<file path="config.mk">
export PLATFORM = sky130hd
export DESIGN_NAME = comp_notify_ctrl
export DESIGN_NICKNAME = d
export VERILOG_FILES = /design/src/rtl/comp_notify_ctrl.sv
export SDC_FILE = /design/constraint.sdc
export NUM_CORES = 1
export LEC_CHECK = 0
export CELL_PAD_IN_SITES_DETAIL_PLACEMENT = 1
export CELL_PAD_IN_SITES_GLOBAL_PLACEMENT = 1
export CORE_MARGIN = 2
export CORE_UTILIZATION = 24
export CTS_CLUSTER_SIZE = 40
export DETAILED_ROUTE_END_ITERATION = 7
export PLACE_DENSITY_LB_ADDON = 0.1
export SETUP_SLACK_MARGIN = 0.02
export SYNTH_ARGS = -nofsm -noshare
export SYNTH_HDL_FRONTEND = slang
export SYNTH_SLANG_ARGS = --single-unit
</file>
<file path="constraint.sdc">
create_clock -name clk -period 2.5 [get_ports clk]
set_input_delay 0.375 -clock clk [delete_from_list [all_inputs] [get_ports clk]]
set_output_delay 0.375 -clock clk [all_outputs]
set_load 0.005 [all_outputs]
</file>
<file path="src/rtl/comp_notify_ctrl.sv">
// -----------------------------------------------------------------------------
// comp_notify_ctrl
//
// Sits between the merged AES/SHA completion queue and the system bus. Each
// completion address popped from the queue gets a single status-word write
// issued over a req/ack bus master port. Every write attempt is bounded by a
// timeout; a rejected or timed-out attempt is retried after a fixed idle
// backoff, up to MAX_RETRY retries, after which the completion is dropped.
// Each delivered completion produces a one-cycle irq pulse, and delivered and
// dropped completions are counted.
//
// Ports
//   clk, rst_n           system clock, asynchronous active-low reset
//   enable               permits accepting new completions
//   comp_addr/valid      completion address + valid from the queue
//   comp_ready           ready back to the queue (pop = valid & ready)
//   bus_req/addr/wdata   bus write request, target address, write data
//   bus_ack/bus_err      one-cycle write accepted / rejected responses
//   irq                  one-cycle pulse per delivered completion
//   err_flag/err_clr     sticky "a completion was dropped" flag and its clear
//   done_cnt/drop_cnt    wrapping delivered / dropped counters
//   busy                 controller is not idle
// -----------------------------------------------------------------------------
module comp_notify_ctrl #(
    parameter int                ADDRW       = 24,
    parameter int                DATAW       = 8,
    parameter logic [DATAW-1:0]  STATUS_WORD = 8'hA5,
    parameter int                TIMEOUT     = 16,
    parameter int                BACKOFF     = 4,
    parameter int                MAX_RETRY   = 2,
    parameter int                CNTW        = 8
) (
    input  logic             clk,
    input  logic             rst_n,
    input  logic             enable,
    input  logic [ADDRW-1:0] comp_addr,
    input  logic             comp_valid,
    output logic             comp_ready,
    output logic             bus_req,
    output logic [ADDRW-1:0] bus_addr,
    output logic [DATAW-1:0] bus_wdata,
    input  logic             bus_ack,
    input  logic             bus_err,
    output logic             irq,
    output logic             err_flag,
    input  logic             err_clr,
    output logic [CNTW-1:0]  done_cnt,
    output logic [CNTW-1:0]  drop_cnt,
    output logic             busy
);

    // Counter widths are clamped to at least one bit so degenerate parameter
    // values (BACKOFF=1, MAX_RETRY=0) still elaborate cleanly.
    localparam int TW = (TIMEOUT   > 1) ? $clog2(TIMEOUT)     : 1;
    localparam int BW = (BACKOFF   > 1) ? $clog2(BACKOFF)     : 1;
    localparam int RW = (MAX_RETRY > 0) ? $clog2(MAX_RETRY+1) : 1;

    localparam logic [TW-1:0] TIMER_LAST = TW'(TIMEOUT - 1);
    localparam logic [BW-1:0] BOFF_LAST  = BW'(BACKOFF - 1);
    localparam logic [RW-1:0] RETRY_MAX  = RW'(MAX_RETRY);

    typedef enum logic [2:0] {
        S_IDLE    = 3'd0,
        S_REQ     = 3'd1,
        S_BACKOFF = 3'd2,
        S_DONE    = 3'd3,
        S_FAIL    = 3'd4
    } state_t;

    state_t           state_q, state_d;
    logic [ADDRW-1:0] addr_q,  addr_d;
    logic [TW-1:0]    timer_q, timer_d;
    logic [BW-1:0]    boff_q,  boff_d;
    logic [RW-1:0]    retry_q, retry_d;
    logic             err_flag_q;
    logic [CNTW-1:0]  done_cnt_q;
    logic [CNTW-1:0]  drop_cnt_q;

    logic pop;
    assign pop = comp_valid & comp_ready;

    // ------------------------------------------------------------------
    // State register (also holds the per-transaction datapath registers
    // so a reset abandons the whole transaction in one place).
    // ------------------------------------------------------------------
    always_ff @(posedge clk or negedge rst_n) begin
        if (!rst_n) begin
            state_q <= S_IDLE;
            addr_q  <= '0;
            timer_q <= '0;
            boff_q  <= '0;
            retry_q <= '0;
        end else begin
            state_q <= state_d;
            addr_q  <= addr_d;
            timer_q <= timer_d;
            boff_q  <= boff_d;
            retry_q <= retry_d;
        end
    end

    // ------------------------------------------------------------------
    // Next-state logic
    // ------------------------------------------------------------------
    always_comb begin
        state_d = state_q;
        addr_d  = addr_q;
        timer_d = timer_q;
        boff_d  = boff_q;
        retry_d = retry_q;

        case (state_q)
            S_IDLE: begin
                if (pop) begin
                    addr_d  = comp_addr;
                    timer_d = '0;
                    retry_d = '0;
                    state_d = S_REQ;
                end
            end

            S_REQ: begin
                // Ack wins over a simultaneous err or an expiring timer.
                if (bus_ack) begin
                    state_d = S_DONE;
                end else if (bus_err || (timer_q == TIMER_LAST)) begin
                    if (retry_q == RETRY_MAX) begin
                        state_d = S_FAIL;
                    end else begin
                        retry_d = retry_q + 1'b1;
                        boff_d  = '0;
                        state_d = S_BACKOFF;
                    end
                end else begin
                    timer_d = timer_q + 1'b1;
                end
            end

            S_BACKOFF: begin
                if (boff_q == BOFF_LAST) begin
                    timer_d = '0;
                    state_d = S_REQ;
                end else begin
                    boff_d = boff_q + 1'b1;
                end
            end

            S_DONE:  state_d = S_IDLE;
            S_FAIL:  state_d = S_IDLE;
            default: state_d = S_IDLE;
        endcase
    end

    // ------------------------------------------------------------------
    // Outputs (all decoded from the current state)
    // ------------------------------------------------------------------
    always_comb begin
        // rst_n is folded in so the queue never sees ready during reset.
        comp_ready = (state_q == S_IDLE) & enable & rst_n;
        bus_req    = (state_q == S_REQ);
        bus_wdata  = (state_q == S_REQ) ? STATUS_WORD : '0;
        irq        = (state_q == S_DONE);
        busy       = (state_q != S_IDLE);
        bus_addr   = addr_q;
        err_flag   = err_flag_q;
        done_cnt   = done_cnt_q;
        drop_cnt   = drop_cnt_q;
    end

    // ------------------------------------------------------------------
    // Completion bookkeeping: counters and sticky drop flag. DONE and FAIL
    // each last exactly one cycle, so they act as single-cycle strobes.
    // ------------------------------------------------------------------
    always_ff @(posedge clk or negedge rst_n) begin
        if (!rst_n) begin
            err_flag_q <= 1'b0;
            done_cnt_q <= '0;
            drop_cnt_q <= '0;
        end else begin
            if (state_q == S_DONE) begin
                done_cnt_q <= done_cnt_q + 1'b1;
            end
            if (state_q == S_FAIL) begin
                drop_cnt_q <= drop_cnt_q + 1'b1;
            end
            // A new drop takes precedence over a coincident clear.
            if (state_q == S_FAIL) begin
                err_flag_q <= 1'b1;
            end else if (err_clr) begin
                err_flag_q <= 1'b0;
            end
        end
    end

endmodule

</file>
* Word level (Yosys, flattened, before mapping)
Cells that the tools add are included.
** Operators by class
- Reduce and logical (&&, ||, !) cells :: 12
- Bitwise gates (word level) :: 3
- Muxes and demuxes :: 24
- Eq/ne operators :: 15
- Add/sub/neg operators :: 5
** Operators with widths (number)
- $add 8x1->8 const B :: 2
- $mux 2 :: 8
- $mux 4 :: 4
- $mux 3 :: 5
- $reduce_and 5->1 :: 3
- $ne 2x2->1 const B :: 6
- $pmux 4 s3 :: 1
- $pmux 3 s3 :: 1
- $mux 8 :: 1
- $pmux 2 s2 :: 2
- $eq 3x2->1 const B :: 2
- $reduce_bool 2->1 :: 3
- $reduce_bool 3->1 :: 2
- $add 2x1->2 const B :: 2
- $add 4x1->4 const B :: 1
- $eq 2x2->1 const B :: 2
- $eq 4x4->1 const B :: 1
- $and 1x1->1 :: 3
- $eq 3x1->1 const B :: 1
- $eq 3x3->1 const B :: 1
- $logic_not 3->1 :: 1
- $ne 3x1->1 const B :: 1
- $reduce_and 3->1 :: 1
- $mux 1 :: 2
- other kinds (3) :: 3
** Word-level totals
- Bits of input ports :: 31
- Output and inout bits :: 53
- Word-level logic and storage cells :: 67
- Register bits after elaboration :: 52

* Longest topological paths before layout
- Depth in word-level cells :: 6
- Mapped depth :: 5
- Mapped depth without buffers :: 5

* Worst setup path before layout
Ideal clock, no wire load.
- Path kind :: flip-flop to flip-flop
- Start :: reg timer_q[0]
- End :: reg timer_q[0]
- Path buffers :: 0
- Setup time :: 0.127 ns
- Arrival time :: 1.677 ns
- Clock period less this slack :: 1.804 ns
- Stages on the path, launching flop included :: 6
- Path slack :: 0.696 ns
- Required time :: 2.373 ns
- Cells stage by stage :: dfrtp_1 ha_1 a31oi_1 nor2_1 or3_1 mux2_1
** Between the ends
- Cells in the longest elaborated chain, start to end :: 4
- Elaborated cells on any way between the ends :: 8
- Those cells by class :: add/sub (1); eq/ne (2); mux (3); reduce/logical (2)
** Ends and longest elaborated chain
- start: declaration :: line 72 : logic [TW-1:0] timer_q, timer_d;
- start signal: assignment :: line 96 : timer_q <= timer_d;
- $add 4x1->4 / $eq 4x4->1 (equally long branches) :: line 135, 126
- $mux 4 / $logic_or 1x1->1 (equally long branches) :: line 126 : end else if (bus_err || (timer_q == TIMER_LAST)) begin
- $mux 4 / $ne 2x2->1 (equally long branches)
- $pmux 4 s3 / $reduce_and 5->1 (equally long branches)
Parallel ways exist; a longest one is shown, timed or not. The select of a mux whose other input is x is not followed.
A chain may end at the register's enable or synchronous reset.

* Worst setup path in the final report
- Start :: reg state_q[1]
- End :: out bus_wdata[2]
** Between the ends
- Cells in the longest elaborated chain, start to end :: 2
** Ends and longest elaborated chain
- start: declaration :: line 70 : state_t state_q, state_d;
- start signal: assignment :: line 94 : state_q <= state_d;
- $eq 3x1->1 :: line 161 : bus_wdata = (state_q == S_REQ) ? STATUS_WORD : '0;
- $mux 8 :: line 161
- end: declaration :: line 41 : output logic [DATAW-1:0] bus_wdata,
Every way passes these cells.

==> summary.txt <==
Place
  – Port Buffers: 79
  – DP HPWL: 4.031 mm
  – GPL Wtd Cong: 0.7490
  – DP Worst Slack: 0.3824 ns

Yosys
  – Seq/Total Area, Yosys: 56.28%
  – Post-synth top flop: dfrtp_1
  – Count leader, synth: dfrtp_1
  – Top-area cell type share of the netlist area: 56.28%
  – Yosys top cell by area: dfrtp_1
  – Synth area leaders: dfrtp_1 (56%), mux2_2 (9.3%), mux2_1 (3.9%)
  – Post-synth EDFFs: 0
  – Share of async-settable or async-resettable flops after synthesis: 100.0%
  – Mapped Area: 2312 sq um
  – Avg Synthesized Cell Area: 12.57 sq um
  – Commonest cells in the netlist: dfrtp_1 (52), mux2_2 (19), nand2_1 (13)
  – #FFs+latches synth: 52
  – Synthesis Warnings: 0
  – Cells after Synth: 184
  – Synth cell types: 40

Power
  – Psw: 0.001008 W
  – Clk pwr share: 15.0%
  – Power Dens Cells: 980.7 nW/um^2
  – Combinational power share: 43.2%
  – Internal: 0.002251 W
  – Worst ir drop on vdd: 0.3015 mV
  – Leakage: 1.446 nW
  – Sequential power share: 41.7%
  – Switching Share: 30.94%

Global routing
  – First-pass GRT wire length: 8.804 mm
  – Vias in the first global route: 1757
  – Largest net degree at the start of global routing: 53
  – Total congestion overflow: 0
  – Initial antenna violation count: 1
  – Gr usage total: 10.97%

Drt
  – Number of routed nets with antenna violations: 0
  – Wire per inst: 13.77 um
  – Iteration-0 DRC Markers: 17
  – Vias per Instance: 4.259
  – 1st-pass router iterations: 3
  – # DRC: 0
  – DR vias: 1691
  – Routed wire length: 5.467 mm

Floorplanning
  – DIE WIDTH: 102.2 um
  – Std-Cell Rows: 35
  – Boundary pin count: 84
  – Die H: 102.2 um
  – Die ar.: 10440 sq um
  – Core area: 9284 sq um
  – Starting Density: 24.91%

Final layout
  – Nets: 303
  – Ant. Diodes: 0
  – Area Overhead vs Synth: 43.72%
  – Layout cells sized above 1: 14.93%
  – Fillers: 1043

Timing
  – Worst Skew: 0.009094 ns
  – Worst-Margin Slew: 0.6907 ns
  – RSZ-0062 raised after global routing: false
  – Relative max-transition margin: 53.95%
  – Slew Limit Fails: 0
  – Setup_tns: 0 ns
  – Final period util: 93.90%
  – Tmin final: 2.348 ns
  – Final Hold Vio Count: 0
  – Final WS setup: 0.1525 ns
  – Maximum clock rate: 426.0 MHz
  – Final setup vio count: 0

Worst setup path
  – Reg2Reg Setup Slack: 0.52 ns
  – Largest fanout on the critical path: 8
  – Worst Path Arrival: 1.97 ns
  – Worst r2r src: state_q[1]
  – WP data required: 2.12 ns
  – Critical path class: reg -> out
  – CP endpoint kind: output pin
  – CP startpoint kind: flip-flop
  – Reg2reg path depth: 4
  – FF-to-FF End: bus_addr[7]

Clock network
  – Clock transition at path regs: 0.10 ns
  – CTS root buf: clkbuf_8
  – Clock tree from TritonCTS: done
  – CTS max path bufs: 2
  – Worst-Skew Late Latency: 0.30 ns
  – Cts hold-fix bufs: 0
  – H-tree Lvls: 2
  – Total CTS buffers: 5
  – Clock sinks: 52

Run
  – Max-cap viol count: 0

Run status
  – Outcome: finished clean

Worst hold path
  – Tightest Hold Check Type: in -> async
-- placed cells by master, fill, tap and decap left out, types with 6 or more instances in the layout --
master and count:
mux2_1 8, buf_4 6, xor2_1 6, dfrtp_1 51
nand2_1 13, nor2_1 6, clkdlybuf4s50_1 78, nand3_1 7
mux2_2 19, xnor2_1 8
-- metrics by stage --
stage	util (%)	power [W]	instance area (sq um)	cells	hold slack [ns]
after CTS	35.78	0.003325	3322	397	0.2841
after floorplan	-	0.002010	2323	187	0.07941
after global placement	34.82	0.002790	3233	389	0.4621
after global routing	35.80	0.003532	3323	397	0.3192
final	35.80	0.003259	3323	397	0.2661
after detailed placement	34.82	0.002813	3233	389	0.4693
-- state kept, by name (all words and copies together) (netlist names) --
signal and cells:
done_cnt 8, err_flag 1, drop_cnt 8, timer_q 4
bus_addr 24, retry_q 2, state_q 3, boff_q 2
-- power by group through the flow --
stage | combinational, W | clock, W | sequential [W]
global route | 0.00156 | 0.000558 | 0.00141
detailed placement | 0.00143 | 0 | 0.00138
global placement | 0.00142 | 0 | 0.00137
finish | 0.00141 | 0.000490 | 0.00136
floorplan | 0.000652 | 0 | 0.00136
CTS | 0.00144 | 0.000521 | 0.00137
-- worst max-delay path, cell delays in order (launching register included) --
cell and delay [ns]:
dfrtp_1 0.48, or3b_1 0.53, inv_2 0.16, clkdlybuf4s50_1 0.52
-- worst max path at each step --
stage	endpoint	cells after the start	start
3_3_place_gp	bus_req	3	state_q[0]
6_report	bus_wdata[2]	3	state_q[1]
5_1_grt	bus_wdata[2]	3	state_q[1]
3_5_place_dp	bus_wdata[7]	3	state_q[0]
2_1_floorplan	timer_q[0]	5	timer_q[0]
4_1_cts	bus_wdata[2]	3	state_q[0]
-- routing by layer --
layer	global-route usage, %	vias to the layer above	part of all wire, %
li1	-	797	-
met1	15.31	833	49
met2	16.70	53	43
met3	3.078	6	6.9
met4	3.077	2	0.84
met5	0	-	0.24
-- kinds of logic after synthesis --
logic type / synth area share (%)
adder cells (fa/ha/maj): 2.706
AO/OA/AOI/OAI: 6.169
multiplexers: 13.15
AND/OR/NAND/NOR: 11.85
flip-flops: 56.28
XOR/XNOR: 5.303
other: 0.1622
buffers and inverters: 4.383
-- layout make-up --
class                   instances  area (sq um)  area share (%)
clock buffers                   6         72.57           2.184
clock inverters                 2         16.27          0.4895
inverters                       5         18.77          0.5648
multi-input cells             118         920.9           27.71
flip-flops and latches         52          1303           39.19
well taps                     129         161.4           4.857
repair buffers                 85         830.8           25.00
-- timing repair --
item / in CTS / in global routing
endpoints found under the setup margin: 0 / 5
endpoints found under the hold margin: 0 / 0
gates resized for setup: 0 / 2
setup buffers: 0 / 0
No activity file was read; power rests on OpenSTA's default activity.
